<file path="config.mk">
export PLATFORM = sky130hd
export DESIGN_NAME = fp_add_pipe_flat
export DESIGN_NICKNAME = d
export VERILOG_FILES = /design/src/rtl/fp_add_pipe_if.sv /design/src/rtl/fp_add_pipe.sv /design/src/flat_wrapper.sv
export SDC_FILE = /design/constraint.sdc
export NUM_CORES = 1
export LEC_CHECK = 0
export BUFFER_PORTS_ARGS = -buffer_cell sky130_fd_sc_hd__buf_2
export CAP_MARGIN = 40
export CORE_MARGIN = 2
export CORE_UTILIZATION = 33
export CTS_CLUSTER_DIAMETER = 80
export DETAILED_ROUTE_END_ITERATION = 6
export GPL_TIMING_DRIVEN = 0
export HOLD_SLACK_MARGIN = 0.06
export PLACE_DENSITY = 0.51
export SYNTH_ARGS = -nofsm -noshare
export SYNTH_HDL_FRONTEND = slang
export SYNTH_SLANG_ARGS = --single-unit
</file>
<file path="constraint.sdc">
create_clock -name clk -period 11.73 [get_ports clk]
set_clock_uncertainty 0.2 [all_clocks]
set_input_delay 0.5865 -clock clk [delete_from_list [all_inputs] [get_ports clk]]
set_output_delay 0.5865 -clock clk [all_outputs]
set_load 0.005 [all_outputs]
</file>
<file path="src/rtl/fp_add_pipe_if.sv">
// Operand/result handshake bundle for fp_add_pipe.
// master: operand source + result consumer; slave: the adder itself.
interface fp_add_pipe_if #(
   parameter int EXP_W = 5,
   parameter int MAN_W = 10
);
   localparam int FP_W = 1 + EXP_W + MAN_W;

   logic            in_valid;
   logic            in_ready;
   logic [FP_W-1:0] a;
   logic [FP_W-1:0] b;
   logic            sub;
   logic            out_valid;
   logic            out_ready;
   logic [FP_W-1:0] res;
   logic [3:0]      flags;

   modport master (
      output in_valid, a, b, sub, out_ready,
      input  in_ready, out_valid, res, flags
   );

   modport slave (
      input  in_valid, a, b, sub, out_ready,
      output in_ready, out_valid, res, flags
   );
endinterface

</file>
<file path="src/rtl/fp_add_pipe.sv">
// Pipelined floating-point adder/subtractor, round-to-nearest-even.
// Operands are captured into an input register, then pass S1 (unpack,
// compare, align), S2 (add/sub) and S3 (normalise, round, pack) into the
// output register: accepted at edge k, result visible after edge k+3.
// One global advance signal moves every stage; bubbles carry valid=0.
// flags = {invalid, overflow, underflow, inexact}.
module fp_add_pipe #(
   parameter int EXP_W = 5,
   parameter int MAN_W = 10
) (
   input logic          clk,
   input logic          rst_n,
   fp_add_pipe_if.slave fp_io
);
   localparam int FP_W  = 1 + EXP_W + MAN_W;
   localparam int SIG_W = MAN_W + 4;              // {hidden, frac, G, R, S}
   localparam int SUM_W = MAN_W + 5;              // SIG_W plus carry
   localparam int LZW   = $clog2(SIG_W) + 1;
   localparam int XW    = EXP_W + LZW + 2;        // working exponent, two's complement

   localparam logic [EXP_W-1:0] EXP_ONES  = '1;
   localparam logic [EXP_W-1:0] EXP_ZERO  = '0;
   localparam logic [MAN_W-1:0] FRAC_ZERO = '0;
   localparam logic [FP_W-1:0]  QNAN      = {1'b0, EXP_ONES, 1'b1, {(MAN_W-1){1'b0}}};
   localparam logic [XW-1:0]    XONE      = {{(XW-1){1'b0}}, 1'b1};
   localparam logic [XW-1:0]    EXP_MAX   = {{(XW-EXP_W){1'b0}}, EXP_ONES};

   // Leading-zero count of a significand (returns SIG_W for all-zero input).
   function automatic logic [LZW-1:0] lzc_f(input logic [SIG_W-1:0] v);
      logic [LZW-1:0] n;
      logic           found;
      n     = '0;
      found = 1'b0;
      for (int i = SIG_W - 1; i >= 0; i--) begin
         found = found | v[i];
         n     = n + {{(LZW-1){1'b0}}, ~found};
      end
      return n;
   endfunction

   // ------------------------------------------------------------------
   // Handshake
   // ------------------------------------------------------------------
   logic            advance_s;
   logic            v0_q, v1_q, v2_q, out_valid_q;
   logic [FP_W-1:0] res_q, res_d;
   logic [3:0]      flags_q, flags_d;

   assign advance_s       = fp_io.out_ready | ~out_valid_q;
   assign fp_io.in_ready  = advance_s;
   assign fp_io.out_valid = out_valid_q;
   assign fp_io.res       = res_q;
   assign fp_io.flags     = flags_q;

   // ------------------------------------------------------------------
   // Input capture
   // ------------------------------------------------------------------
   logic [FP_W-1:0] a0_q, b0_q;
   logic            sub0_q;

   // ------------------------------------------------------------------
   // S1: unpack, flush zero-exponent operands, compare, specials, align
   // ------------------------------------------------------------------
   logic             sa_s, sb_s;
   logic [EXP_W-1:0] ea_s, eb_s;
   logic [MAN_W-1:0] fa_s, fb_s, fa_f_s, fb_f_s;
   logic             a_zero_s, b_zero_s, a_inf_s, b_inf_s, a_nan_s, b_nan_s;
   logic             a_ge_s;
   logic [SIG_W-1:0] sig_a_s, sig_b_s, sig_sm_s;
   logic [EXP_W-1:0] exp_sm_s, diff_s;

   logic             spec1_d, spec1_q;
   logic [FP_W-1:0]  spec_res1_d, spec_res1_q;
   logic             spec_inv1_d, spec_inv1_q;
   logic             sign1_d, sign1_q;
   logic             effsub1_d, effsub1_q;
   logic [EXP_W-1:0] exp1_d, exp1_q;
   logic [SIG_W-1:0] sigl1_d, sigl1_q;
   logic [SIG_W-1:0] sigs1_d, sigs1_q;

   assign sa_s     = a0_q[FP_W-1];
   assign sb_s     = b0_q[FP_W-1] ^ sub0_q;
   assign ea_s     = a0_q[FP_W-2:MAN_W];
   assign eb_s     = b0_q[FP_W-2:MAN_W];
   assign fa_s     = a0_q[MAN_W-1:0];
   assign fb_s     = b0_q[MAN_W-1:0];
   assign a_zero_s = (ea_s == EXP_ZERO);
   assign b_zero_s = (eb_s == EXP_ZERO);
   assign fa_f_s   = a_zero_s ? FRAC_ZERO : fa_s;
   assign fb_f_s   = b_zero_s ? FRAC_ZERO : fb_s;
   assign a_inf_s  = (ea_s == EXP_ONES) && (fa_s == FRAC_ZERO);
   assign b_inf_s  = (eb_s == EXP_ONES) && (fb_s == FRAC_ZERO);
   assign a_nan_s  = (ea_s == EXP_ONES) && (fa_s != FRAC_ZERO);
   assign b_nan_s  = (eb_s == EXP_ONES) && (fb_s != FRAC_ZERO);
   assign a_ge_s   = {ea_s, fa_f_s} >= {eb_s, fb_f_s};
   assign sig_a_s  = {~a_zero_s, fa_f_s, 3'b000};
   assign sig_b_s  = {~b_zero_s, fb_f_s, 3'b000};

   assign spec1_d   = a_inf_s | b_inf_s | a_nan_s | b_nan_s;
   assign sign1_d   = a_ge_s ? sa_s : sb_s;
   assign effsub1_d = sa_s ^ sb_s;
   assign exp1_d    = a_ge_s ? ea_s : eb_s;
   assign exp_sm_s  = a_ge_s ? eb_s : ea_s;
   assign sigl1_d   = a_ge_s ? sig_a_s : sig_b_s;
   assign sig_sm_s  = a_ge_s ? sig_b_s : sig_a_s;
   assign diff_s    = exp1_d - exp_sm_s;

   // Special-operand result: NaN propagation, Inf arithmetic, Inf-Inf invalid.
   always_comb begin
      spec_res1_d = '0;
      spec_inv1_d = 1'b0;
      if (a_nan_s || b_nan_s) begin
         spec_res1_d = QNAN;
      end else if (a_inf_s && b_inf_s) begin
         if (sa_s == sb_s) begin
            spec_res1_d = {sa_s, EXP_ONES, FRAC_ZERO};
         end else begin
            spec_res1_d = QNAN;
            spec_inv1_d = 1'b1;
         end
      end else if (a_inf_s) begin
         spec_res1_d = {sa_s, EXP_ONES, FRAC_ZERO};
      end else if (b_inf_s) begin
         spec_res1_d = {sb_s, EXP_ONES, FRAC_ZERO};
      end else begin
         spec_res1_d = '0;
      end
   end

   // Right-align the smaller significand, folding shifted-out bits into sticky.
   always_comb begin
      sigs1_d = '0;
      if (32'(diff_s) >= 32'(MAN_W + 3)) begin
         sigs1_d = {{(SIG_W-1){1'b0}}, |sig_sm_s};
      end else begin
         sigs1_d = (sig_sm_s >> diff_s)
                 | {{(SIG_W-1){1'b0}}, |(sig_sm_s & ~({SIG_W{1'b1}} << diff_s))};
      end
   end

   // ------------------------------------------------------------------
   // S2: magnitude add / subtract (larger minus smaller, never negative)
   // ------------------------------------------------------------------
   logic [SUM_W-1:0] sum2_d, sum2_q;
   logic             spec2_q, spec_inv2_q, sign2_q, effsub2_q;
   logic [FP_W-1:0]  spec_res2_q;
   logic [EXP_W-1:0] exp2_q;

   // Significand add or subtract selected by the effective operation.
   always_comb begin
      sum2_d = '0;
      if (effsub1_q) begin
         sum2_d = {1'b0, sigl1_q} - {1'b0, sigs1_q};
      end else begin
         sum2_d = {1'b0, sigl1_q} + {1'b0, sigs1_q};
      end
   end

   // ------------------------------------------------------------------
   // S3: normalise, round to nearest even, range check, pack
   // ------------------------------------------------------------------
   logic [LZW-1:0]   lz_s;
   logic [XW-1:0]    exp_x_s, exp_n_s, exp_f_s;
   logic [SUM_W-1:0] norm_s;
   logic [MAN_W:0]   mant_s;
   logic [MAN_W+1:0] mant_r_s;
   logic [MAN_W-1:0] frac_s;
   logic             g_s, r_s, st_s, rup_s, inexact_s;

   assign lz_s    = lzc_f(sum2_q[SIG_W-1:0]);
   assign exp_x_s = {{(XW-EXP_W){1'b0}}, exp2_q};

   // Normalisation shift and rounding of the raw sum.
   always_comb begin
      norm_s = '0;
      exp_n_s = '0;
      if (sum2_q[SUM_W-1]) begin
         norm_s  = {1'b0, sum2_q[SUM_W-1:2], sum2_q[1] | sum2_q[0]};
         exp_n_s = exp_x_s + XONE;
      end else begin
         norm_s  = sum2_q << lz_s;
         exp_n_s = exp_x_s - {{(XW-LZW){1'b0}}, lz_s};
      end
      mant_s    = norm_s[SUM_W-2:3];
      g_s       = norm_s[2];
      r_s       = norm_s[1];
      st_s      = norm_s[0];
      inexact_s = g_s | r_s | st_s;
      rup_s     = g_s & (r_s | st_s | norm_s[3]);
      mant_r_s  = {1'b0, mant_s} + {{(MAN_W+1){1'b0}}, rup_s};
      if (mant_r_s[MAN_W+1]) begin
         frac_s  = mant_r_s[MAN_W:1];
         exp_f_s = exp_n_s + XONE;
      end else begin
         frac_s  = mant_r_s[MAN_W-1:0];
         exp_f_s = exp_n_s;
      end
   end

   // Final result select: specials, exact zero, overflow, underflow, normal.
   always_comb begin
      res_d   = '0;
      flags_d = 4'b0000;
      if (spec2_q) begin
         res_d   = spec_res2_q;
         flags_d = {spec_inv2_q, 3'b000};
      end else if (sum2_q == '0) begin
         res_d   = {sign2_q & ~effsub2_q, EXP_ZERO, FRAC_ZERO};
         flags_d = 4'b0000;
      end else if (!exp_f_s[XW-1] && (exp_f_s >= EXP_MAX)) begin
         res_d   = {sign2_q, EXP_ONES, FRAC_ZERO};
         flags_d = 4'b0101;
      end else if (exp_f_s[XW-1] || (exp_f_s == '0)) begin
         res_d   = {sign2_q, EXP_ZERO, FRAC_ZERO};
         flags_d = 4'b0011;
      end else begin
         res_d   = {sign2_q, exp_f_s[EXP_W-1:0], frac_s};
         flags_d = {3'b000, inexact_s};
      end
   end

   // ------------------------------------------------------------------
   // Registers
   // ------------------------------------------------------------------

   // Valid chain and output register: reset clears, advance shifts, stall holds.
   always_ff @(posedge clk or negedge rst_n) begin
      if (!rst_n) begin
         v0_q        <= 1'b0;
         v1_q        <= 1'b0;
         v2_q        <= 1'b0;
         out_valid_q <= 1'b0;
         res_q       <= '0;
         flags_q     <= 4'b0000;
      end else if (advance_s) begin
         v0_q        <= fp_io.in_valid;
         v1_q        <= v0_q;
         v2_q        <= v1_q;
         out_valid_q <= v2_q;
         if (v2_q) begin
            res_q   <= res_d;
            flags_q <= flags_d;
         end
      end
   end

   // Datapath stage registers: no reset, qualified by the valid chain.
   always_ff @(posedge clk) begin
      if (advance_s) begin
         if (fp_io.in_valid) begin
            a0_q   <= fp_io.a;
            b0_q   <= fp_io.b;
            sub0_q <= fp_io.sub;
         end
         spec1_q     <= spec1_d;
         spec_res1_q <= spec_res1_d;
         spec_inv1_q <= spec_inv1_d;
         sign1_q     <= sign1_d;
         effsub1_q   <= effsub1_d;
         exp1_q      <= exp1_d;
         sigl1_q     <= sigl1_d;
         sigs1_q     <= sigs1_d;
         spec2_q     <= spec1_q;
         spec_res2_q <= spec_res1_q;
         spec_inv2_q <= spec_inv1_q;
         sign2_q     <= sign1_q;
         effsub2_q   <= effsub1_q;
         exp2_q      <= exp1_q;
         sum2_q      <= sum2_d;
      end
   end
endmodule
</file>
<file path="src/flat_wrapper.sv">
// flat-port wrapper written by rule: the top's interface ports become plain ports
module fp_add_pipe_flat 
#(
   parameter int EXP_W = 5,
   parameter int MAN_W = 10
)
  (clk, rst_n, fp_io_in_valid, fp_io_a, fp_io_b, fp_io_sub, fp_io_out_ready, fp_io_in_ready, fp_io_out_valid, fp_io_res, fp_io_flags);
  fp_add_pipe_if #(.EXP_W(EXP_W), .MAN_W(MAN_W)) fp_io_i ();
  input logic clk;
  input logic rst_n;
  input wire logic [$bits(fp_io_i.in_valid)-1:0] fp_io_in_valid;
  input wire logic [$bits(fp_io_i.a)-1:0] fp_io_a;
  input wire logic [$bits(fp_io_i.b)-1:0] fp_io_b;
  input wire logic [$bits(fp_io_i.sub)-1:0] fp_io_sub;
  input wire logic [$bits(fp_io_i.out_ready)-1:0] fp_io_out_ready;
  output wire logic [$bits(fp_io_i.in_ready)-1:0] fp_io_in_ready;
  output wire logic [$bits(fp_io_i.out_valid)-1:0] fp_io_out_valid;
  output wire logic [$bits(fp_io_i.res)-1:0] fp_io_res;
  output wire logic [$bits(fp_io_i.flags)-1:0] fp_io_flags;
  assign fp_io_i.in_valid = fp_io_in_valid;
  assign fp_io_i.a = fp_io_a;
  assign fp_io_i.b = fp_io_b;
  assign fp_io_i.sub = fp_io_sub;
  assign fp_io_i.out_ready = fp_io_out_ready;
  assign fp_io_in_ready = fp_io_i.in_ready;
  assign fp_io_out_valid = fp_io_i.out_valid;
  assign fp_io_res = fp_io_i.res;
  assign fp_io_flags = fp_io_i.flags;
  fp_add_pipe #(.EXP_W(EXP_W), .MAN_W(MAN_W)) u_core (.clk(clk), .rst_n(rst_n), .fp_io(fp_io_i));
endmodule
</file>
==> impl_metrics.csv <==
group,metric,value,unit
drt,drt_iter0_markers,647,
global_route,grt_usage,17.3,%
setup_path,critPathMaxFanout,10,
cells_and_area,multi_input_area,4950,um2
drt,drc,0,
setup_path,cp.required,11.85,ns
timing,slew_headroom,39.0,%
drt,viasPerCell,5.50,
power,p_per_area,315,nW/um2
timing,hold_viol_final,0,
power,ir_drop,0.108,mV
synthesis,ys.flop_type,"edfxtp_1",
timing,rsz0062_at_grt,"false",
place,preCtsSetupSlack,2.38,ns
synthesis,yosysTopAreaCellShare,32.9,%
synthesis,async_flop_share,19.8,%
global_route,grt_max_degree,68,
cells_and_area,regArea,3510,um2
place,place_hpwl,18200,um
die,rows,59,
setup_path,cpMostUsedCell,"fa_1",
synthesis,syn-num-nets,981,
synthesis,yosysTopAreaCell,"edfxtp_1",
cells_and_area,n_fill_cell,2572,
timing,fin_crit,9.42,ns
synthesis,netlist-cell-type-count,93,
cells_and_area,final_cell_mix,"97 x edfxtp_1, 91 x nand2_1, 62 x buf_2, 61 x nor2_1, 58 x o21ai_0",
die,start_util,33.8,%
setup_path,slowest_delay,0.65,ns
die,die_w,168,um
cts,cts.repair.resized,0,
setup_path,slowest_stage,"or4_1",
synthesis,netlist_area,8860,um2
place,port_buffers,58,
timing,setup_viol,0,
drt,wl_per_cell,18.1,um
power,power.leakage,4.10,nW
setup_path,worstSetupEndpointType,"register",
drt,totalWireLength,23900,um
setup_path,crit_buf_inv,4,
cts,clock_path_buffers,2,
synthesis,ys_warn_count,0,
timing,fin_crit_sh,80.3,%
global_route,grt_pass1_vias,7144,
setup_path,critical_path_class,"reg2reg",
timing,maxSlewViolCount,0,
cells_and_area,final_common_cell,"edfxtp_1",
global_route,grt_antenna_before_repair,0,
global_route,grt_pass1_wl,38700,um
synthesis,ys_ff_latch,121,
synthesis,yosysSeqAreaShare,39.6,%
global_route,overflow,0,
min_path,hold_class,"in2reg",
drt,vias,7276,
cts,cts_tree,"done",
synthesis,synth-edff-count,97,
cts,insertion_delay,0.42,ns
run_status,outcome,"complete, no violations",
setup_path,ff2ff_setup_slack,2.31,ns
timing,worstMarginPinSlew,0.907,ns
die,coreArea,26200,um2
cells_and_area,nets,1061,
die,io-pin-count,59,
setup_path,crit_family,"simple AND/OR/NAND/NOR gates",
cts,clkTransAtPathRegs,0.06,ns
drt,ant_nets,0,
timing,tns,0,ns
die,die_h,168,um
place,gp_congestion,0.911,
drt,drt_pass1_iterations,5,
cts,ctsHtreeMaxLevel,4,
die,die_area,28200,um2
cells_and_area,syn_to_final_growth,15.3,%
cts,cts_sinks,121,
timing,fin_ws,2.31,ns
cts,cts-root-buf,"clkbuf_16",
job,cap_violations,0,
synthesis,netlist_top_cells_area,"edfxtp_1 33%, dfrtp_1 6.8%, ha_1 5.8%",
cts,numCtsBuffers,17,
synthesis,syn_area_per_cell,9.92,um2
setup_path,arrival,9.54,ns
setup_path,critPathLaunchType,"register",
synthesis,syn_inst,894,
cells_and_area,final_core_util,39.0,%
cells_and_area,antenna_cells,0,
timing,fmax,106,MHz
cells_and_area,drive_gt1_share,16.2,%
cell usage after synthesis (10+ instances only):
| master | number |
|---|---|
| nor2_1 | 61 |
| clkbuf_1 | 27 |
| mux2i_1 | 15 |
| nand2_1 | 91 |
| inv_1 | 51 |
| a211oi_1 | 14 |
| nand3_1 | 42 |
| xnor2_1 | 30 |
| dfrtp_1 | 24 |
| o21ai_0 | 58 |
| nor3_1 | 22 |
| a31oi_1 | 10 |
| mux4_2 | 12 |
| and2_1 | 15 |
| a21oi_1 | 43 |
| nand2b_1 | 10 |
| o211ai_1 | 12 |
| ha_1 | 41 |
| edfxtp_1 | 97 |
| nor4_1 | 15 |
per-stage QoR:
| stage | cells | power [W] | instance area, um2 | hold slack [ns] |
|---|---|---|---|---|
| 2_1_floorplan | 894 | 0.00222 | 8860 | 0.0909 |
| 3_3_place_gp | 1287 | 0.00269 | 9570 | 0.201 |
| 4_1_cts | 1322 | 0.00323 | 10200 | 0.128 |
| 5_1_grt | 1322 | 0.00349 | 10200 | 0.127 |
| 6_report | 1322 | 0.00322 | 10200 | 0.139 |
| 3_5_place_dp | 1289 | 0.00270 | 9630 | 0.205 |
registers in the layout, indices dropped and copies added, names as in the netlist, 3 cells and up:
register	count
u_core.fp_io.flags	4
u_core.sum2_q	15
u_core.b0_q	16
u_core.spec_res2_q	3
u_core.spec_res1_q	3
u_core.sigs1_q	14
u_core.sigl1_q	11
u_core.a0_q	16
u_core.fp_io.res	16
u_core.exp1_q	5
u_core.exp2_q	5
what timing repair did:
action                                 4_1_cts  5_1_grt
setup endpoints to repair                    0        0
buffers inserted                             0        0
hold buffers                                 1        0
endpoints found under the hold margin       24        0
worst register-to-register path, delay by kind of cell (launching register included):
family                   cells  cell delay [ns]
flip-flops                   1             0.56
AND/OR/NAND/NOR             12             3.39
adder cells (fa/ha/maj)      7             3.02
multiplexers                 1             0.35
buffers and inverters        4             0.55
XOR/XNOR                     1             0.44
AO/OA/AOI/OAI                5             0.80
path summary, 6_finish.rpt:
| check | start | endpoint | cells past startpoint |
|---|---|---|---|
| worst max-delay path | u_core.sum2_q[13] | u_core.fp_io.res[4] | 30 |
| worst min-delay path | fp_io_b[15] | u_core.b0_q[15] | 1 |
| worst max register to register | u_core.sum2_q[13] | u_core.fp_io.res[4] | 30 |
| worst min register to register | u_core.spec_inv1_q | u_core.spec_inv2_q | 0 |
| max in group asynchronous | rst_n | u_core.fp_io.res[2] | 2 |
| min in group asynchronous | rst_n | u_core.fp_io.flags[1] | 2 |
power breakdown:
group          switching [W]  internal [W]  leakage (nW)
combinational        0.00108      0.000819          2.56
sequential          0.000136      0.000668          1.27
clock               0.000202      0.000313         0.274
per-layer routing:
layer,GRT usage (%),vias up,part of all wire [%]
met5,0,-,0
met4,5.60,0,2.4
met3,3.17,38,4.2
met2,29.0,207,48
met1,22.7,3482,45
li1,-,3549,-
cell families after synthesis:
family          Yosys count  share of synthesized area, %
simple gates            315                          17.9
flops                   121                          39.6
xor+xnor                 41                          4.22
fa+ha+maj                52                          8.05
mux                      37                          6.48
buf+inv                  91                          4.50
compound gates          237                          19.2
layout make-up:
cell class              count  area share (%)
clock buffers              18            4.20
plain buffers              40            2.07
inverters                  51            1.87
well taps                 335            4.10
clock inverters            14            1.46
multi-input cells         682            48.5
flip-flops and latches    121            34.4
repair buffers             61            3.48
(Power assumes the default switching activity.)
